[src/rtl/keypad_pkg.sv]
// Shared constants, FSM state type and helpers for the 4x4 keypad scanner.
package keypad_pkg;

  localparam int unsigned KP_ROWS = 4;
  localparam int unsigned KP_COLS = 4;
  localparam int unsigned KP_KEYS = KP_ROWS * KP_COLS;

  typedef enum logic [0:0] {
    KP_IDLE,
    KP_PRESSED
  } kp_state_e;

  function automatic int unsigned kp_bit(input int unsigned row, input int unsigned col);
    return row * KP_COLS + col;
  endfunction

  // True when exactly one bit of the frame is set.
  function automatic logic kp_is_single(input logic [KP_KEYS-1:0] v);
    return (v != '0) && ((v & (v - KP_KEYS'(1))) == '0);
  endfunction

endpackage

[src/rtl/frame_debouncer.sv]
// Whole-frame debouncer: a frame is accepted after DEBOUNCE_CNT+1 identical frames in a row.
module frame_debouncer #(
  parameter int unsigned WIDTH        = 16,
  parameter int unsigned DEBOUNCE_CNT = 4
) (
  input  logic             clk,
  input  logic             rst,
  input  logic [WIDTH-1:0] frame,
  input  logic             frame_stb,
  output logic [WIDTH-1:0] debounced,
  output logic             deb_stb
);

  localparam int unsigned CntW = $clog2(DEBOUNCE_CNT + 1);
  localparam logic [CntW-1:0] CntMax = CntW'(DEBOUNCE_CNT);

  logic [WIDTH-1:0] prev_q, prev_d;
  logic [WIDTH-1:0] debounced_q, debounced_d;
  logic [CntW-1:0]  stable_q, stable_d;
  logic             deb_stb_q, deb_stb_d;

  always_comb begin
    prev_d      = prev_q;
    stable_d    = stable_q;
    debounced_d = debounced_q;
    deb_stb_d   = 1'b0;
    if (frame_stb) begin
      prev_d = frame;
      if (frame == prev_q) begin
        stable_d = (stable_q == CntMax) ? stable_q : stable_q + CntW'(1);
      end else begin
        stable_d = '0;
      end
      // Strobe on every stable frame so the consumer can count held frames.
      if (stable_d == CntMax) begin
        debounced_d = frame;
        deb_stb_d   = 1'b1;
      end
    end
  end

  always_ff @(posedge clk) begin
    if (rst) begin
      prev_q      <= '0;
      stable_q    <= '0;
      debounced_q <= '0;
      deb_stb_q   <= 1'b0;
    end else begin
      prev_q      <= prev_d;
      stable_q    <= stable_d;
      debounced_q <= debounced_d;
      deb_stb_q   <= deb_stb_d;
    end
  end

  assign debounced = debounced_q;
  assign deb_stb   = deb_stb_q;

endmodule

[src/rtl/keypad_scanner.sv]
// 4x4 keypad scanner: row drive, column sampling, frame debounce, press FSM.
// Define KEYPAD_AUTOREPEAT_EN to emit repeat pulses every REPEAT_FRAMES held frames.
module keypad_scanner
  import keypad_pkg::*;
#(
  parameter int unsigned SCAN_DIV      = 1000,
  parameter int unsigned DEBOUNCE_CNT  = 4,
  parameter int unsigned REPEAT_FRAMES = 64
) (
  input  logic                clk,
  input  logic                rst,
  input  logic [KP_COLS-1:0]  col_in,
  output logic [KP_ROWS-1:0]  row_out,
  output logic [KP_KEYS-1:0]  onehot,
  output logic                key_valid,
  output logic                key_pulse
);

  localparam int unsigned TickW = $clog2(SCAN_DIV);

  logic [TickW-1:0]   tick_q, tick_d;
  logic [1:0]         row_q, row_d;
  logic [KP_ROWS-1:0] row_out_q, row_out_d;
  logic [KP_KEYS-1:0] raw_q, raw_d;
  logic               sample;
  logic               frame_stb;

  logic [KP_KEYS-1:0] debounced;
  logic               deb_stb;
  logic               single;

  kp_state_e          state_q, state_d;
  logic [KP_KEYS-1:0] onehot_q, onehot_d;
  logic               key_valid_q, key_valid_d;
  logic               key_pulse_q, key_pulse_d;

  assign sample    = (tick_q == TickW'(SCAN_DIV - 1));
  assign frame_stb = sample && (row_q == 2'd3);

  always_comb begin
    tick_d    = sample ? '0 : tick_q + TickW'(1);
    row_d     = sample ? row_q + 2'd1 : row_q;
    row_out_d = sample ? {row_out_q[KP_ROWS-2:0], row_out_q[KP_ROWS-1]} : row_out_q;
    raw_d     = raw_q;
    if (sample) begin
      for (int unsigned c = 0; c < KP_COLS; c++) begin
        raw_d[kp_bit(32'(row_q), c)] = ~col_in[c];
      end
    end
  end

  // raw_d already holds row 3 on the frame-end cycle, so the full frame is handed over.
  frame_debouncer #(
    .WIDTH       (KP_KEYS),
    .DEBOUNCE_CNT(DEBOUNCE_CNT)
  ) u_frame_debouncer (
    .clk      (clk),
    .rst      (rst),
    .frame    (raw_d),
    .frame_stb(frame_stb),
    .debounced(debounced),
    .deb_stb  (deb_stb)
  );

  assign single = kp_is_single(debounced);

`ifdef KEYPAD_AUTOREPEAT_EN
  localparam int unsigned RepW = $clog2(REPEAT_FRAMES + 1);
  logic [RepW-1:0] repeat_q, repeat_d;
`endif

  always_comb begin
    state_d     = state_q;
    onehot_d    = single ? debounced : '0;
    key_valid_d = single;
    key_pulse_d = 1'b0;
`ifdef KEYPAD_AUTOREPEAT_EN
    repeat_d    = repeat_q;
`endif
    if (deb_stb) begin
`ifdef KEYPAD_AUTOREPEAT_EN
      repeat_d = '0;
`endif
      unique case (state_q)
        KP_IDLE: begin
          if (single) begin
            state_d     = KP_PRESSED;
            key_pulse_d = 1'b1;
          end
        end
        KP_PRESSED: begin
          if (!single) begin
            state_d = KP_IDLE;
          end else if (debounced != onehot_q) begin
            key_pulse_d = 1'b1;
          end else begin
`ifdef KEYPAD_AUTOREPEAT_EN
            if (repeat_q == RepW'(REPEAT_FRAMES - 1)) begin
              key_pulse_d = 1'b1;
            end else begin
              repeat_d = repeat_q + RepW'(1);
            end
`endif
          end
        end
        default: state_d = KP_IDLE;
      endcase
    end
  end

  always_ff @(posedge clk) begin
    if (rst) begin
      tick_q      <= '0;
      row_q       <= '0;
      row_out_q   <= 4'b1110;
      raw_q       <= '0;
      state_q     <= KP_IDLE;
      onehot_q    <= '0;
      key_valid_q <= 1'b0;
      key_pulse_q <= 1'b0;
`ifdef KEYPAD_AUTOREPEAT_EN
      repeat_q    <= '0;
`endif
    end else begin
      tick_q      <= tick_d;
      row_q       <= row_d;
      row_out_q   <= row_out_d;
      raw_q       <= raw_d;
      state_q     <= state_d;
      onehot_q    <= onehot_d;
      key_valid_q <= key_valid_d;
      key_pulse_q <= key_pulse_d;
`ifdef KEYPAD_AUTOREPEAT_EN
      repeat_q    <= repeat_d;
`endif
    end
  end

  assign row_out   = row_out_q;
  assign onehot    = onehot_q;
  assign key_valid = key_valid_q;
  assign key_pulse = key_pulse_q;

endmodule

[config.mk]
export PLATFORM = sky130hd
export DESIGN_NAME = keypad_scanner
export DESIGN_NICKNAME = d
export VERILOG_FILES = /design/src/rtl/keypad_pkg.sv /design/src/rtl/frame_debouncer.sv /design/src/rtl/keypad_scanner.sv
export SDC_FILE = /design/constraint.sdc
export NUM_CORES = 1
export LEC_CHECK = 0
export ABC_AREA = 1
export CORE_MARGIN = 3
export CORE_UTILIZATION = 27
export CTS_BUF_LIST = sky130_fd_sc_hd__clkbuf_8
export CTS_CLUSTER_SIZE = 40
export DETAILED_ROUTE_END_ITERATION = 10
export PLACE_DENSITY_LB_ADDON = 0.12
export SLEW_MARGIN = 20
export SYNTH_ARGS = -nofsm -noshare
export SYNTH_HDL_FRONTEND = slang
export SYNTH_HIERARCHICAL = 1
export SYNTH_SLANG_ARGS = --single-unit
[constraint.sdc]
create_clock -name clk -period 3 [get_ports clk]
set_input_delay 0.3 -clock clk [delete_from_list [all_inputs] [get_ports clk]]
set_output_delay 0.3 -clock clk [all_outputs]
set_load 0.005 [all_outputs]
# Word level (Yosys, flattened, before mapping)
# Cells that the tools add are included.
# W data, S select, Z words.
dict set report totals {
  reg_bits 87
  latchBits 0
  ram_bits 0
  mem_bits_ro 0
  input_bits 6
  output_inout_bits 22
  elab_cells 76
  n_memories 0
}
dict set report op_classes {
  add_sub_neg 7
  n_mul 0
  div_mod_pow 0
  magnitude_cmp 8
  eq_ne 6
  n_shift 0
  n_mux 21
  bitwise_logic 9
  reduce_logical 13
}
# operator count
set op_table {}
lappend op_table {{$bwmux W16} 4}
lappend op_table {{$and A16 B16 Y16} 1}
lappend op_table {{$eq A16 B16 Y1} 1}
lappend op_table {{$logic_not A16 Y1} 1}
lappend op_table {{$mux W16} 1}
lappend op_table {{$ne A16 B16 Y1} 1}
lappend op_table {{$reduce_bool A16 Y1} 1}
lappend op_table {{$sub A16 B1 Y16 const B} 1}
lappend op_table {{$ge A5 B1 Y1 const B} 3}
lappend op_table {{$lt A5 B5 Y1 const B} 3}
lappend op_table {{$demux W1 S4} 3}
lappend op_table {{$add A10 B1 Y10 const B} 1}
lappend op_table {{$add A4 B2 Y5 const B} 2}
lappend op_table {{$eq A10 B10 Y1 const B} 1}
lappend op_table {{$mux W3} 3}
lappend op_table {{$mux W1} 8}
lappend op_table {{$not A1 Y1} 8}
lappend op_table {{$reduce_or A2 Y1} 4}
lappend op_table {{$eq A3 B3 Y1 const B} 2}
lappend op_table {{$logic_and A1 B1 Y1} 6}
lappend op_table {{$add A4 B1 Y5 const B} 1}
lappend op_table {{$lt A4 B5 Y1 const B} 1}
lappend op_table {{$ge A4 B1 Y1 const B} 1}
lappend op_table {{$add A3 B1 Y3 const B} 1}
lappend op_table {{other kinds (5)} 5}

# Logic depth before layout (Yosys ltp)
# Gate-level depths: netlist of run 1.
dict set report logic_depth {
  word_depth 14
  depth_mapped 20
  ltp_nobuf 18
}

# Modules after synthesis
# Netlist of run 1, hierarchy kept.
# mod instances cells_per_inst area_per_inst_um2
set modules_own_cells {}
lappend modules_own_cells {keypad_scanner 1 337 2407.3}
lappend modules_own_cells {frame_debouncer 1 245 1664.1}

# Worst setup path before layout of run 1
# No wires, ideal clock.
dict set report synth_path {
  path_type {reg2reg}
  from {register tick_q[0]}
  to {register u_frame_debouncer.debounced_q[10] (netlist: u_frame_debouncer/debounced[10])}
  setup_time_ns 0.113
  t_arrival_ns 2.443
  t_required_ns 2.887
  setup_slack_ns 0.444
  stages_incl_launch_ff 18
  path_buffers 2
  path_cell_list {dfxtp_1 > ha_1 > nand2_1 > nor2_1 > nand3_1 > nor2_1 > buf_2 > nor2_1 > a21oi_1 > xnor2_1 > nand2_1 > nor2_1 > nand2_1 > nor2_4 > nand4_4 > buf_2 > nor2_1 > nor2_1}
}
dict set report synth_via {
  elab_chain_len 7
}
# item line_no
set synth_lines {}
lappend synth_lines {{start, declared} keypad_scanner.sv:21} ;# logic [TickW-1:0] tick_q, tick_d;
lappend synth_lines {{start signal, assigned} keypad_scanner.sv:125} ;# tick_q <= tick_d;
lappend synth_lines {{$eq A10 B10 Y1} keypad_scanner.sv:37} ;# assign sample = (tick_q == TickW'(SCAN_DIV - 1));
lappend synth_lines {{$mux W16} keypad_scanner.sv:45} ;# if (sample) begin
lappend synth_lines {{net raw_d[6]} keypad_scanner.sv:24} ;# logic [KP_KEYS-1:0] raw_q, raw_d;
lappend synth_lines {{$eq A16 B16 Y1} frame_debouncer.sv:29} ;# if (frame == prev_q) begin
lappend synth_lines {{$mux W3} frame_debouncer.sv:29}
lappend synth_lines {{$mux W3} frame_debouncer.sv:27} ;# if (frame_stb) begin
lappend synth_lines {{$eq A3 B3 Y1} frame_debouncer.sv:35} ;# if (stable_d == CntMax) begin
lappend synth_lines {{$reduce_and A2 Y1 (no line)} -}
lappend synth_lines {{end signal, assigned} frame_debouncer.sv:51} ;# debounced_q <= debounced_d;
lappend synth_lines {{end, declared} frame_debouncer.sv:18} ;# logic [WIDTH-1:0] debounced_q, debounced_d;
# The timed path passes the listed nets, and every way through them passes these cells. The select of a mux whose other input is x is not followed.
# A chain may end at the register's enable or synchronous reset.

# Final worst setup path of run 1
dict set report layout_path {
  from {register tick_q[0]}
  to {register u_frame_debouncer.debounced_q[15] (netlist: u_frame_debouncer/debounced[15])}
}
# Same word-level chain as after synthesis.

==> flow_metrics.env, run 1 <==
export IMPL_top_delay_family_on_crit_path="simple AND/OR/NAND/NOR gates"
export IMPL_yosysSeqAreaShare_pct=42.8
export IMPL_setup_tns_ns=0
export IMPL_num_fill_cells=1569
export IMPL_route_vias_total=3507
export IMPL_power_static_leakage_uw=0.00216
export IMPL_crit_path_end_kind="register"
export IMPL_post_layout_nonfiller_instances=813
export IMPL_post_synth_top_count_cell="nor2_1"
export IMPL_antenna_violations_before_repair=0
export IMPL_count_of_pins_on_the_block_boundary=28
export IMPL_preCtsSetupSlack_ns=0.0441
export IMPL_placed_cells_incl_taps=797
export IMPL_critPathKind="reg2reg"
export IMPL_final_core_util_pct=33.7
export IMPL_tritoncts_num_sinks=87
export IMPL_setup_reg_to_reg_worst_slack_ns=0.29
export IMPL_grt_setup_unrepaired="false"
export IMPL_place_port_buffers=27
export IMPL_syn2layout_area_growth_pct=21.3
export IMPL_synth_largest_type_area_fraction_pct=42.8
export IMPL_cts_inserted_buffers=9
export IMPL_clock_fmax_mhz=368
export IMPL_global_route_wire_length_before_repair_um=15800
export IMPL_die_y_um=129
export IMPL_hold_buffers=0
export IMPL_totalWireLength_um=9610
export IMPL_global_route_peak_usage_layer="met2"
export IMPL_max_cap_violations=0
export IMPL_synthesis_nets=595
export IMPL_synth_lib_cells_used_distinct=32
export IMPL_vias_per_cell=4.31
export IMPL_power_density_nw_per_um2=392
export IMPL_arrival_ns=2.98
export IMPL_tightestPinTransition_ns=0.625
export IMPL_multi_input_area_um2=2020
export IMPL_critPathMaxStageDelay_ns=0.36
export IMPL_syn_area_um2=4070
export IMPL_worst_path_most_repeated_cell="nor2_1"
export IMPL_avgSynthCellArea_um2=7.00
export IMPL_number_of_antenna_diodes=0
export IMPL_place_area_um2=4680
export IMPL_crit_required_ns=3.26
export IMPL_cell_type_with_the_highest_aggregate_area_in_the_netlist="dfxtp_1"
export IMPL_final_cycle_utilization_of_the_critical_path_pct=90.5
export IMPL_synth_area_leaders="dfxtp_1, nor2_1, nand2_1"
export IMPL_synth_cells_most_frequent="nor2_1, nand2_1, dfxtp_1"
export IMPL_drt_pass1_iter_count=5
export IMPL_grt_pass1_vias=3204
export IMPL_clock_tree_root_cell="clkbuf_8"
export IMPL_fin_worst_skew_ns=0.00959
export IMPL_finalNetCount=639
export IMPL_route_detailed_wl_per_inst_um=11.8
export IMPL_grt_util_met3_pct=3.82
export IMPL_yosys_most_used_dff="dfxtp_1"
export IMPL_slowest_stage="dfxtp_1"
export IMPL_slew_violations=0
export IMPL_drcViolationCount=0
export IMPL_cp_buffers_inverters=3
export IMPL_min_period_ns=2.71
export IMPL_synth_warning_count=6
export IMPL_ys_ff_latch=87
export IMPL_initial_utilization_pct=27.8
export IMPL_clock_pin_slew_of_the_registers_on_the_worst_case_setup_and_hold_paths_ns=0.08
export IMPL_cells_along_the_critical_path="ha_1 > nand2_1 > nor2_4 > nand3_4 > nor2_4 > buf_12 > nor2_1 > a21oi_1 > buf_4 > xnor2_1 > nand2_1 > nor2_1 > nand2_1 > nor2_4 > nand4_4 > buf_12 > nor2_1 > nor2_1"
export IMPL_maxSlewHeadroom_pct=58.2
export IMPL_detail_route_iter0_violations=237
export IMPL_timing_hold_violations_final=0
export IMPL_cts_root_to_sink_buffers=2
export IMPL_synth_cells=582
export IMPL_tritoncts_clock_tree="yes"
export IMPL_synthArstFlopShare_pct=0
export IMPL_synth_edf_count=0
export IMPL_hold_path_class="reg2reg"
export IMPL_drive_above_1_share_pct=12.6
export IMPL_setup_viol=0
export IMPL_area_sequential_um2=1740
export IMPL_design_core_area_um2=14600
export IMPL_grt_util_met2_pct=18.1
export IMPL_row_count=44
export IMPL_peakVddDrop_uv=217
export IMPL_grtUsageMet1_pct=16.5
export IMPL_design_area_um2=4940
export IMPL_cp_start_kind="register"
export IMPL_grt_remaining_overflow=0
export IMPL_run_status="complete, no violations"
export IMPL_groute_usage_overall_pct=12.2
export IMPL_cts_htree_levels=3
export IMPL_detail_route_antenna_nets=0
export IMPL_globalplace_congestion=0.855
export IMPL_worst_skew_pair_late_latency_ns=0.37
export IMPL_die_area_um2=16600
export IMPL_detailedPlacementHpwl_um=7020
export IMPL_pin_count_of_the_biggest_net_entering_global_routing=35
export IMPL_max_fanout_on_critical_path=33
export IMPL_postLayoutSetupSlackWorst_ns=0.286
export IMPL_floorplan_die_width_um=129
cells in the final DEF (no fill, tap or decap), drive strengths merged:
master / instances
clkbuf: 11
a211oi: 16
clkdlybuf4s50: 27
nor2: 143
ha: 7
a31oi: 1
a21oi: 33
clkinv: 2
o22ai: 1
or2: 3
nor3b: 1
xnor2: 14
nand4: 4
nand3: 12
dfxtp: 87
inv: 73
o211ai: 1
nor4: 2
o21ai: 29
nand2: 118
o2111ai: 1
buf: 28
nor3: 9
xor2: 6
kinds of logic (layout without fill, tap and decap cells):
group	count (synthesis)	in the layout	share of synthesized area, %
compound gates	82	82	11.3
fa+ha+maj	7	7	2.15
xor+xnor	20	20	4.30
flops	87	87	42.8
simple gates	292	292	30.0
buf+inv	94	141	9.47
per-layer routing:
| layer | vias up | routed length [um] |
|---|---|---|
| met4 | 0 | 108 |
| li1 | 1899 | - |
| met5 | - | 0 |
| met3 | 8 | 271 |
| met1 | 1561 | 4940 |
| met2 | 39 | 4290 |
power breakdown:
part / internal [uW] / leakage (uW) / switching, uW / total (uW)
sequential: 1160 / 0.000701 / 2.47 / 1160
combinational: 13.6 / 0.00137 / 29.2 / 42.8
clock: 330 / 0.0000937 / 404 / 734
sequential cells by signal, indices dropped and copies added, names as in the netlist, 2 cells and up:
signal                       count
u_frame_debouncer/debounced     16
row_out                          4
u_frame_debouncer/prev_q        16
raw_q                           16
tick_q                          10
onehot                          16
u_frame_debouncer/stable_q       3
row_q                            2
area by class of cell:
cell class,count,area share (%)
well taps,184,4.66
clock inverters,3,0.253
multi-input cells,401,40.9
clock buffers,11,3.06
flip-flops and latches,87,35.3
repair buffers,55,10.4
inverters,72,5.47
stage by stage:
stage | power (uW) | hold slack, ns
after global routing | 2030 | 0.472
after floorplan | 1210 | 0.369
final | 1940 | 0.451
after detailed placement | 1230 | 0.439
after CTS | 1980 | 0.458
after global placement | 1230 | 0.432
what timing repair did:
action	4_1_cts	5_1_grt
setup buffers	0	2
resized for setup	0	21
setup endpoints to repair	0	18
final timing paths:
kind	from	cells past startpoint	end
worst max-delay path	tick_q[0]$_SDFF_PP0_	18	u_frame_debouncer/debounced[15]$_SDFFE_PP0P_
worst min-delay path	tick_q[0]$_SDFF_PP0_	1	tick_q[0]$_SDFF_PP0_
worst max register to register	tick_q[0]$_SDFF_PP0_	18	u_frame_debouncer/debounced[15]$_SDFFE_PP0P_
worst min register to register	tick_q[0]$_SDFF_PP0_	1	tick_q[0]$_SDFF_PP0_
Note: power is estimated with default switching activity, not from simulation.
==> run 2, diff against run 1 <==
--- a/config.mk
+++ b/config.mk
@@ -6,11 +6,11 @@
 export NUM_CORES = 1
 export LEC_CHECK = 0
 export ABC_AREA = 1
-export CORE_MARGIN = 3
 export CORE_UTILIZATION = 27
 export CTS_BUF_LIST = sky130_fd_sc_hd__clkbuf_8
 export CTS_CLUSTER_SIZE = 40
 export DETAILED_ROUTE_END_ITERATION = 10
+export GPL_ROUTABILITY_DRIVEN = 0
 export PLACE_DENSITY_LB_ADDON = 0.12
 export SLEW_MARGIN = 20
 export SYNTH_ARGS = -nofsm -noshare
==> constraint.sdc (replaced) <==
create_clock -name clk -period 3.37 [get_ports clk]
set_input_delay 0.337 -clock clk [delete_from_list [all_inputs] [get_ports clk]]
set_output_delay 0.337 -clock clk [all_outputs]
set_load 0.005 [all_outputs]
==> flow_metrics.env, run 2 (synthesis gave the netlist of run 1 again) <==
export IMPL_run_status="complete, but fails checks"
export IMPL_failing_checks="design-rule violations"
export IMPL_area_sequential_um2=1740
export IMPL_detail_route_antenna_nets=0
export IMPL_initial_utilization_pct=27.8
export IMPL_peakVddDrop_uv=221
export IMPL_p_clk_share_pct=46.9
export IMPL_tritoncts_clock_tree="yes"
export IMPL_worst_skew_pair_late_latency_ns=0.37
export IMPL_clock_fmax_mhz=339
export IMPL_worst_r2r_endpoint="u_frame_debouncer/debounced[6]$_SDFFE_PP0P_"
export IMPL_post_cts_setup_buffer_count=0
export IMPL_grt_remaining_overflow=0
export IMPL_crit_required_ns=3.63
export IMPL_power_switching_share_pct=20.3
export IMPL_count_of_pins_on_the_block_boundary=28
export IMPL_tritoncts_num_sinks=87
export IMPL_drcViolationCount=4
export IMPL_crit_path_end_kind="register"
export IMPL_placed_cells_incl_taps=779
export IMPL_power_density_nw_per_um2=420
export IMPL_maxSlewHeadroom_pct=55.9
export IMPL_worst_path_most_repeated_cell="nor2_1"
export IMPL_tightestPinTransition_ns=0.659
export IMPL_cts_inserted_buffers=9
export IMPL_setup_reg_to_reg_worst_slack_ns=0.42
export IMPL_detailedPlacementHpwl_um=6980
export IMPL_route_detailed_wl_per_inst_um=12.0
export IMPL_design_area_um2=4790
export IMPL_critPathKind="reg2reg"
export IMPL_slew_violations=0
export IMPL_place_area_um2=4520
export IMPL_detail_route_iter0_violations=186
export IMPL_hold_path_class="reg2reg"
export IMPL_die_y_um=125
export IMPL_route_vias_total=3437
export IMPL_totalWireLength_um=9540
export IMPL_final_cycle_utilization_of_the_critical_path_pct=87.5
export IMPL_setup_tns_ns=0
export IMPL_worst_hold_path_num_cells=1
export IMPL_drt_pass1_iter_count=9
export IMPL_grt_setup_unrepaired="false"
export IMPL_final_core_util_pct=32.7
export IMPL_floorplan_die_width_um=125
export IMPL_multi_input_area_um2=1960
export IMPL_critPathMaxStageDelay_ns=0.40
export IMPL_finalNetCount=619
export IMPL_groute_usage_overall_pct=13.0
export IMPL_cp_start_kind="register"
export IMPL_clock_pin_slew_of_the_registers_on_the_worst_case_setup_and_hold_paths_ns=0.08
export IMPL_drive_above_1_share_pct=8.84
export IMPL_power_net_switching_uw=408
export IMPL_mostFrequentLayoutCells="nor2_1, nand2_1, dfxtp_1"
export IMPL_pin_count_of_the_biggest_net_entering_global_routing=35
export IMPL_power_static_leakage_uw=0.00209
export IMPL_power_internal_uw=1600
export IMPL_vias_per_cell=4.32
export IMPL_slowest_stage="a21oi_1"
export IMPL_timing_hold_violations_final=0
export IMPL_timing_hold_worst_start="tick_q[0]$_SDFF_PP0_"
export IMPL_power_frac_comb_pct=1.7
export IMPL_place_port_buffers=27
export IMPL_clock_tree_root_cell="clkbuf_8"
export IMPL_max_cap_violations=0
export IMPL_min_period_ns=2.95
export IMPL_cts_htree_levels=3
export IMPL_num_fill_cells=1576
export IMPL_cells_along_the_critical_path="ha_1 > nand2_1 > nor2_1 > nand3_1 > nor2_2 > nor2_1 > a21oi_1 > xnor2_1 > nand2_1 > nor2_1 > nand2_1 > nor2_4 > nand4_4 > buf_4 > nor2_1 > nor2_1"
export IMPL_p_seq_share_pct=51.3
export IMPL_rr_startpoint="tick_q[0]$_SDFF_PP0_"
export IMPL_number_of_antenna_diodes=0
export IMPL_timing_reg2reg_worst_path_depth=16
export IMPL_row_count=44
export IMPL_design_core_area_um2=14600
export IMPL_hold_buffers=0
export IMPL_setup_viol=0
export IMPL_fin_worst_skew_ns=0.00763
export IMPL_leading_cell_type_in_the_layout_fill_and_taps_excluded="nor2_1"
export IMPL_syn2layout_area_growth_pct=17.7
export IMPL_arrival_ns=3.21
export IMPL_max_fanout_on_critical_path=33
export IMPL_grt_pass1_vias=3203
export IMPL_die_area_um2=15600
export IMPL_post_layout_nonfiller_instances=795
export IMPL_hold_path_end="tick_q[0]$_SDFF_PP0_"
export IMPL_global_route_wire_length_before_repair_um=15800
export IMPL_antenna_violations_before_repair=0
export IMPL_cts_root_to_sink_buffers=2
## run 2: changes by cell type in the layout (fill, tap and decap cells not counted), moves of 2 or more
cell	before	now
nor2_4	6	2
a21oi_2	7	4
a21oi_1	26	29
bufinv_16	0	4
inv_1	70	68
buf_12	2	0
nor2_1	123	127
clkbuf_8	11	9
clkinv_2	1	3
buf_6	2	0
buf_4	24	8
## run 2: area by class of cell
cell class	instances	area share (%)
clock buffer	9	2.58
inverter	72	5.64
tap	184	4.80
clock inverter	7	2.82
multi-input combinational	401	40.9
sequential	87	36.3
timing repair buffer	35	6.89
## run 2: power by group through the flow
stage / sequential (uW) / clock, uW / combinational (uW)
2_1_floorplan: 1060 / 0 / 20.8
3_3_place_gp: 1060 / 0 / 35.0
3_5_place_dp: 1060 / 0 / 35.4
4_1_cts: 1030 / 990 / 35.4
5_1_grt: 1030 / 1030 / 39.6
6_report: 1030 / 944 / 35.1
## run 2: worst max path at each step
stage                              start                                            to  slack, ns  depth (start not counted)
global route        tick_q[0]$_SDFF_PP0_   u_frame_debouncer/debounced[6]$_SDFFE_PP0P_       0.08                         18
floorplan           tick_q[0]$_SDFF_PP0_  u_frame_debouncer/debounced[10]$_SDFFE_PP0P_       0.81                         17
CTS                 tick_q[0]$_SDFF_PP0_   u_frame_debouncer/debounced[6]$_SDFFE_PP0P_       0.17                         18
global placement    tick_q[0]$_SDFF_PP0_   u_frame_debouncer/debounced[0]$_SDFFE_PP0P_       0.23                         18
finish              tick_q[0]$_SDFF_PP0_   u_frame_debouncer/debounced[6]$_SDFFE_PP0P_       0.42                         16
detailed placement  tick_q[0]$_SDFF_PP0_   u_frame_debouncer/debounced[6]$_SDFFE_PP0P_       0.22                         18
## run 2: critical path: cells and delay by family (launching register included)
| family | cells | cell delay, ns |
|---|---|---|
| flip-flops | 1 | 0.36 |
| XOR/XNOR | 1 | 0.17 |
| adder cells (fa/ha/maj) | 1 | 0.20 |
| AND/OR/NAND/NOR | 12 | 1.46 |
| buffers and inverters | 1 | 0.25 |
| AO/OA/AOI/OAI | 1 | 0.40 |
## run 2: repair_timing
action / in CTS / in global routing
hold endpoints to repair: 0 / 0
endpoints found under the setup margin: 0 / 16
resized for setup: 0 / 5
## run 2: layer usage
layer | routed length (um) | track usage [%] | vias to the layer above
li1 | - | - | 1861
met3 | 303 | 4.38 | 14
met2 | 4310 | 21.1 | 47
met5 | 0 | 0 | -
met1 | 4740 | 16.0 | 1515
met4 | 186 | 4.36 | 0
## run 2: per-stage QoR
step	hold slack [ns]	total power [uW]	setup WS (ns)
after global routing	0.476	2100	0.0758
after CTS	0.458	2060	0.172
after detailed placement	0.444	1090	0.218
after global placement	0.431	1090	0.233
final	0.451	2010	0.421
after floorplan	0.406	1080	0.814
==> run 3, diff against run 2 <==
--- a/config.mk
+++ b/config.mk
@@ -12,8 +12,8 @@
 export DETAILED_ROUTE_END_ITERATION = 10
 export GPL_ROUTABILITY_DRIVEN = 0
 export PLACE_DENSITY_LB_ADDON = 0.12
+export REMOVE_ABC_BUFFERS = 1
 export SLEW_MARGIN = 20
 export SYNTH_ARGS = -nofsm -noshare
 export SYNTH_HDL_FRONTEND = slang
-export SYNTH_HIERARCHICAL = 1
 export SYNTH_SLANG_ARGS = --single-unit
==> flow_metrics.env, run 3 <==
export IMPL_drcViolationCount=0
export IMPL_design_core_area_um2=16000
export IMPL_power_frac_comb_pct=2.2
export IMPL_clock_fmax_mhz=356
export IMPL_syn_area_um2=4440
export IMPL_slowest_stage="nor2_2"
export IMPL_avgSynthCellArea_um2=6.85
export IMPL_tightestPinTransition_ns=0.690
export IMPL_pin_count_of_the_biggest_net_entering_global_routing=34
export IMPL_fin_worst_skew_ns=0.0103
export IMPL_cts_inserted_buffers=9
export IMPL_drive_above_1_share_pct=8.15
export IMPL_slew_violations=0
export IMPL_cts_htree_levels=3
export IMPL_crit_required_ns=3.64
export IMPL_leading_cell_type_in_the_layout_fill_and_taps_excluded="nand2_1"
export IMPL_power_density_nw_per_um2=374
export IMPL_yosys_most_used_dff="dfxtp_1"
export IMPL_cts_repair_resized=0
export IMPL_tritoncts_clock_tree="yes"
export IMPL_synth_lib_cells_used_distinct=39
export IMPL_peakVddDrop_uv=144
export IMPL_final_core_util_pct=31.9
export IMPL_groute_usage_overall_pct=14.7
export IMPL_setup_tns_ns=0
export IMPL_ys_ff_latch=87
export IMPL_initial_utilization_pct=27.8
export IMPL_power_switching_share_pct=21.7
export IMPL_setup_viol=0
export IMPL_synthArstFlopShare_pct=0
export IMPL_clock_pin_slew_of_the_registers_on_the_worst_case_setup_and_hold_paths_ns=0.09
export IMPL_min_period_ns=2.81
export IMPL_synth_warning_count=0
export IMPL_post_synth_top_count_cell="nand2_1"
export IMPL_worst_skew_pair_late_latency_ns=0.37
export IMPL_die_y_um=130
export IMPL_finalNetCount=683
export IMPL_critPathMaxStageDelay_ns=0.56
export IMPL_multi_input_area_um2=2240
export IMPL_cell_type_with_the_highest_aggregate_area_in_the_netlist="dfxtp_1"
export IMPL_route_vias_total=4020
export IMPL_detail_route_antenna_nets=0
export IMPL_hold_path_class="reg2reg"
export IMPL_row_count=46
export IMPL_synth_area_leaders="dfxtp_1, nand2_1, nand3_1"
export IMPL_max_cap_violations=0
export IMPL_tritoncts_num_sinks=87
export IMPL_vias_per_cell=4.51
export IMPL_max_fanout_on_critical_path=33
export IMPL_count_of_pins_on_the_block_boundary=28
export IMPL_place_port_buffers=27
export IMPL_number_of_antenna_diodes=0
export IMPL_synth_largest_type_area_fraction_pct=39.2
export IMPL_yosysSeqAreaShare_pct=39.2
export IMPL_global_route_wire_length_before_repair_um=18900
export IMPL_synth_cells_most_frequent="nand2_1, dfxtp_1, nand3_1"
export IMPL_arrival_ns=3.08
export IMPL_mostFrequentLayoutCells="nand2_1, dfxtp_1, nand3_1"
export IMPL_top_delay_family_on_crit_path="simple AND/OR/NAND/NOR gates"
export IMPL_synth_cells=649
export IMPL_die_area_um2=17000
export IMPL_area_sequential_um2=1740
export IMPL_hold_buffers=0
export IMPL_crit_path_end_kind="register"
export IMPL_final_cycle_utilization_of_the_critical_path_pct=83.5
export IMPL_syn2layout_area_growth_pct=15.0
export IMPL_detail_route_iter0_violations=184
export IMPL_num_fill_cells=1779
export IMPL_p_seq_share_pct=54.0
export IMPL_power_net_switching_uw=414
export IMPL_grt_pass1_vias=3826
export IMPL_route_detailed_wl_per_inst_um=12.8
export IMPL_cts_root_to_sink_buffers=2
export IMPL_detailedPlacementHpwl_um=8010
export IMPL_power_static_leakage_uw=0.00198
export IMPL_cp_start_kind="register"
export IMPL_synth_edf_count=0
export IMPL_p_clk_share_pct=43.8
export IMPL_post_cts_setup_buffer_count=0
export IMPL_floorplan_die_width_um=130
export IMPL_drt_pass1_iter_count=5
export IMPL_timing_hold_violations_final=0
export IMPL_run_status="complete, no violations"
export IMPL_maxSlewHeadroom_pct=52.8
export IMPL_critPathKind="reg2reg"
export IMPL_totalWireLength_um=11400
export IMPL_clock_tree_root_cell="clkbuf_8"
export IMPL_cells_along_the_critical_path="inv_1 > nor2_2 > buf_4 > nand3_1 > nand3_1 > nand2_1 > nor2_1 > nand2_1 > nor2_2 > nand2_2 > nor2_4 > buf_4 > nand3_1 > nand2_1 > nor2_1"
export IMPL_antenna_violations_before_repair=0
export IMPL_power_internal_uw=1500
export IMPL_cp_buffers_inverters=3
export IMPL_grt_setup_unrepaired="false"
export IMPL_grt_remaining_overflow=0
==> run 3: changes by cell type after synthesis, sizes merged, moves of 6 or more <==
cell / before / now
a211oi: 16 / 0
a21oi: 33 / 46
nand2: 118 / 163
nand3: 12 / 86
nand3b: 0 / 6
nor2: 143 / 83
xnor2: 14 / 6
==> run 3: cell type report <==
class / count / share of cell area [%]
multi-input combinational: 459 / 43.9
sequential: 87 / 34.1
timing repair buffer: 37 / 6.76
inverter: 76 / 5.58
tap: 216 / 5.29
clock buffer: 11 / 2.96
clock inverter: 5 / 1.42
==> run 3: metrics by stage <==
| step | instance area, um2 | std cells | hold WS, ns | setup slack, ns | power, uW |
|---|---|---|---|---|---|
| after global routing | 5110 | 891 | 0.495 | 0.276 | 1990 |
| after floorplan | 4270 | 622 | 0.406 | 0.515 | 1070 |
| final | 5110 | 891 | 0.457 | 0.558 | 1910 |
| after CTS | 5110 | 891 | 0.462 | 0.551 | 1950 |
| after detailed placement | 4890 | 875 | 0.441 | 0.582 | 1100 |
| after global placement | 4890 | 875 | 0.428 | 0.563 | 1100 |
==> run 3: power groups by stage <==
stage | Clock (uW) | Combinational, uW | Sequential (uW)
global placement | 0 | 42.8 | 1060
floorplan | 0 | 18.1 | 1060
global route | 911 | 47.5 | 1030
detailed placement | 0 | 43.2 | 1060
CTS | 871 | 43.4 | 1030
finish | 836 | 41.8 | 1030
==> run 3: worst paths after layout <==
path                             start                                           to  slack (ns)  cells past startpoint
setup / recovery  tick_q[5]$_SDFF_PP0_  u_frame_debouncer.debounced[8]$_SDFFE_PP0P_        0.56                     15
hold / removal    tick_q[0]$_SDFF_PP0_                         tick_q[0]$_SDFF_PP0_        0.46                      1
setup reg to reg  tick_q[5]$_SDFF_PP0_  u_frame_debouncer.debounced[8]$_SDFFE_PP0P_        0.56                     15
hold reg to reg   tick_q[0]$_SDFF_PP0_                         tick_q[0]$_SDFF_PP0_        0.46                      1
==> run 3: worst reg2reg max path: stages (launching register included) <==
cell,delay [ns]
dfxtp_1,0.40
inv_1,0.08
nor2_2,0.56
buf_4,0.29
nand3_1,0.13
nand3_1,0.10
nand2_1,0.06
nor2_1,0.10
nand2_1,0.07
nor2_2,0.17
nand2_2,0.11
nor2_4,0.07
buf_4,0.30
nand3_1,0.14
nand2_1,0.09
nor2_1,0.04
==> run 3: cells by family (layout without fill, tap and decap cells) <==
family          count (synthesis)  count (layout)  share of synthesized area, %
xor+xnor                       11              11                          2.34
fa+ha+maj                       7               7                          1.97
buf+inv                       103             129                          10.3
flops                          87              87                          39.2
simple gates                  351             351                          35.3
compound gates                 90              90                          10.9
==> run 3: metal layers <==
metal / up-vias / routed length (um) / track usage [%] / share of wire (%)
met3: 14 / 471 / 2.46 / 4.1
met5: - / 0 / 0 / 0
li1: 2130 / - / - / -
met1: 1802 / 5470 / 19.2 / 48
met2: 74 / 5290 / 23.7 / 46
met4: 0 / 199 / 6.22 / 1.7
==> RTL change 1 (config.mk and constraints of run 3) <==
Add a define of `KEYPAD_AUTOREPEAT_EN`.
--- a/src/rtl/keypad_scanner.sv
+++ b/src/rtl/keypad_scanner.sv
@@ -1,5 +1,7 @@
 // 4x4 keypad scanner: row drive, column sampling, frame debounce, press FSM.
 // Define KEYPAD_AUTOREPEAT_EN to emit repeat pulses every REPEAT_FRAMES held frames.
+`define KEYPAD_AUTOREPEAT_EN
+
 module keypad_scanner
   import keypad_pkg::*;
 #(
Formal check against the unedited RTL: same outputs for any inputs over 10 cycles, from zero or initial values and one cycle with rst high; that may be too few to reach the edited logic, so the function may still have changed.
==> RTL change 1 against run 3 <==
The run now ends with design-rule violations left; power rose by 5.9%; worst setup slack worse by 39 ps; maximum frequency decreased by 1.4%; core utilization decreased by 0.22 points; non-clock buffer count down 1; cell area is 13% higher; via count is 21% higher; worst hold slack worse by 3.3 ps; area after synthesis increased by 13%; routed wire length increased by 23%; sequential cell count grew 7; critical path type unchanged; highest routed layer unchanged.
==> RTL change 1: results (changes against run 3) <==
share of cells above drive strength 1: 6.63% (-1.5 points)
WL final: 14,100 um (+23%)
Final Skew: 9.07 ps (-1.22 ps)
Placed Cells: 1,012 (+16%)
DR iter-0 viols: 213 (+16%)
switching share of total power: 23.6% (+1.9 points)
Placement Setup Slack: 416 ps (-166 ps)
Area after DPL: 5530 sq um (+13%)
Max FO, Critical Path: 25 (-24%)
sequential cell area fraction in the yosys report: 37.3% (-1.9 points)
Post-synth top cells: 219 x nand2_1, 115 x nor2_1, 94 x dfxtp_1
largest stage delay on the critical path: 360 ps (-200 ps)
violations in the final reports: design-rule violations
pin count of the biggest net entering global routing: 45 (+32%)
total leakage power: 2.51 nW (+27%)
DR vias/cell: 4.73 (+4.7%)
Hold Crit Class: register to register
CP max-delay cell: dfxtp_1
via count: 4,858 (+21%)
Netlist cell types: 33 (-15%)
post-synthesis instance total: 770 (+19%)
Area contributors post-synth: dfxtp_1 37%, nand2_1 16%, nor2_1 8.6%
Worst Path Arrival: 3130 ps (+50 ps)
first-pass GRT wire length: 22,700 um (+20%)
outcome: finished with violations
vias in the first global route: 4,556 (+19%)
Worst-Margin Slew: 780 ps (+89.8 ps)
# nets final: 808 (+18%)
Fillers: 1,998 (+12%)
DRC errors left: 3 (+3)
first-pass detailed-route iteration total: 9 (+4)
RTL change 1: changes by cell type in the layout (fill, tap and decap cells not counted), moves of 7 or more:
| cell | change |
|---|---|
| nand2_1 | +59 |
| nor2_1 | +48 |
| nand4_1 | +24 |
| nand3_1 | -15 |
| nor2_2 | -14 |
| or2_2 | +8 |
| dfxtp_1 | +7 |
RTL change 1: power by group through the flow:
stage | sequential (mW) | clock (mW) | combinational, mW
CTS | 1.12 | 0.902 | 0.0441
floorplan | 1.14 | 0 | 0.0164
detailed placement | 1.14 | 0 | 0.0439
global route | 1.12 | 0.942 | 0.0484
global placement | 1.14 | 0 | 0.0434
finish | 1.12 | 0.866 | 0.0425
RTL change 1: final cells by class:
cell class	instances	area [sq um]	area share [%]
Multi-Input combinational cell	568	2700	47.0
Sequential cell	94	1880	32.7
Timing Repair Buffer	36	345	6.00
Inverter	85	319	5.54
Tap cell	229	287	4.98
Clock buffer	9	124	2.15
Clock inverter	7	96.3	1.67
RTL change 1: per-layer routing:
layer  wire [um]  global-route usage, %  vias up  share of wire (%)
met5           0                      0        -                  0
met4         443                   8.16        0                3.1
met3         480                   2.28       29                3.4
met2        6520                   24.7      101                 46
met1        6660                   19.2     2217                 47
li1            -                      -     2511                  -
RTL change 1: final timing paths:
check,cells past startpoint,end,startpoint,slack [ps]
min,1,tick_q[0],tick_q[0],450
max,18,u_frame_debouncer.debounced[0],tick_q[0],520
min reg2reg,1,tick_q[0],tick_q[0],450
max reg2reg,18,u_frame_debouncer.debounced[0],tick_q[0],520
RTL change 1: worst reg2reg max path: cells and delay by family, from the launching register on:
family	cells	cell delay, ps
AND/OR/NAND/NOR	15	1700
buffers and inverters	2	490
flip-flops	1	360
adder cells (fa/ha/maj)	1	210
RTL change 1: kinds of logic after synthesis:
kind of cell	Yosys count	synth area share [%]
xor gates and xnor gates	14	2.43
adders and majority gates	8	1.99
and+or+nand+nor	463	40.3
AOI/OAI and AO/OA	83	8.79
DFF	94	37.3
buffers and inverters	108	9.14
==> RTL change 2 (flow settings as in run 3) <==
Without the edit above. Compare `tick_q` against `TickW'(SCAN_DIV - 1)` with >= in place of ==.
--- a/src/rtl/keypad_scanner.sv
+++ b/src/rtl/keypad_scanner.sv
@@ -34,7 +34,7 @@
   logic               key_valid_q, key_valid_d;
   logic               key_pulse_q, key_pulse_d;
 
-  assign sample    = (tick_q == TickW'(SCAN_DIV - 1));
+  assign sample    = (tick_q >= TickW'(SCAN_DIV - 1));
   assign frame_stb = sample && (row_q == 2'd3);
 
   always_comb begin
Formal check against the unedited RTL: no difference found for any inputs over 10 cycles, from zero or initial values and one cycle with rst high; that may be too few to reach the edited logic, so the function may still have changed.
==> RTL change 2 against run 3 <==
Worst setup slack better by 120 ps; via count is 10% lower; power is 0.25% higher; sequential cell count stayed put; area after synthesis is 6.5% lower; cell area is 5.9% lower; count of clock-buffer cells in the layout stayed put; worst hold slack better by 1.1 ps; routed wire length is 9.4% lower; critical endpoint is now u_frame_debouncer.debounced[12]; largest power group unchanged.
==> RTL change 2: results (changes against run 3) <==
CP startpoint: tick_q[0]
hold endpoint: tick_q[9]
Fillers: 1,564 (-12%)
sequential cell area fraction in the yosys report: 41.9% (+2.7 points)
# nets final: 628 (-8.1%)
Min-Delay Startpoint: tick_q[9]
Worst Path Arrival: 2980 ps (-100 ps)
Setup crit end: u_frame_debouncer.debounced[12]
Mean Syn Cell Area: 7.03 sq um (+2.7%)
Placement Setup Slack: 595 ps (+13.3 ps)
Placed Cells: 788 (-9.9%)
Hold Slack: 458 ps (+1.11 ps)
Worst-Margin Slew: 510 ps (-181 ps)
first-pass detailed-route iteration total: 4 (-1)
pin count of the biggest net entering global routing: 35 (+2.9%)
WL final: 10,400 um (-9.4%)
CP delay by family, top: simple AND/OR/NAND/NOR gates
DR vias/cell: 4.49 (-0.40%)
share of cells above drive strength 1: 8.23% (+0.078 points)
WL met2: 4600 um (-13%)
CP max-delay cell: nor2_8
total leakage power: 1.98 nW (+0.24%)
Synth Area in Adders: 2.11% (+0.14 points)
Hold Crit Class: register to register
R2R Setup Slk: 670 ps (+120 ps)
Synth Area in Compound Gates: 12.0% (+1.1 points)
Area after DPL: 4590 sq um (-6.1%)
Area contributors post-synth: dfxtp_1 42%, nand2_1 12%, nor2_1 6.8%
fin cells: 804 (-9.8%)
largest stage delay on the critical path: 380 ps (-180 ps)
Netlist cell types: 33 (-15%)
met3 routed WL: 458 um (-2.8%)
r2r worst-path depth: 16 (+1)
outcome: complete, no violations
Max FO, Critical Path: 34 (+3.0%)
Global Route Usage Sum: 13.8% (-0.90 points)
Post-synth top cells: 137 x nand2_1, 87 x dfxtp_1, 75 x nor2_1
Max IR drop VDD: 0.000240 V (+67%)
maximum clock rate: 371 MHz (+4.3%)
-- RTL change 2: cell count changes after synthesis, sizes merged, moves of 2 or more --
cell,run 3,this run
inv,74,61
nand3b,6,13
nor4,2,0
nand3,86,50
o2111ai,2,0
o21ai,34,41
nand2,163,149
or2,2,6
buf,19,11
clkinv,2,0
clkbuf,8,10
-- RTL change 2: layer usage --
layer,vias to the layer above,track usage (%)
li1,1941,-
met1,1601,18.3
met2,63,21.6
met3,8,3.57
met4,0,4.46
met5,-,0
-- RTL change 2: layout make-up --
cell class              count  area share, %
multi-input cells         422           42.9
inverters                  61           4.76
clock inverters             5           1.51
flip-flops and latches     87           36.2
clock buffers              11           3.15
well taps                 184           4.78
repair buffers             34           6.71
-- RTL change 2: where the power goes --
part	total, mW	switching, mW	internal (mW)
Sequential	1.03	0.00185	1.03
Combinational	0.0418	0.0282	0.0135
Clock	0.841	0.389	0.452
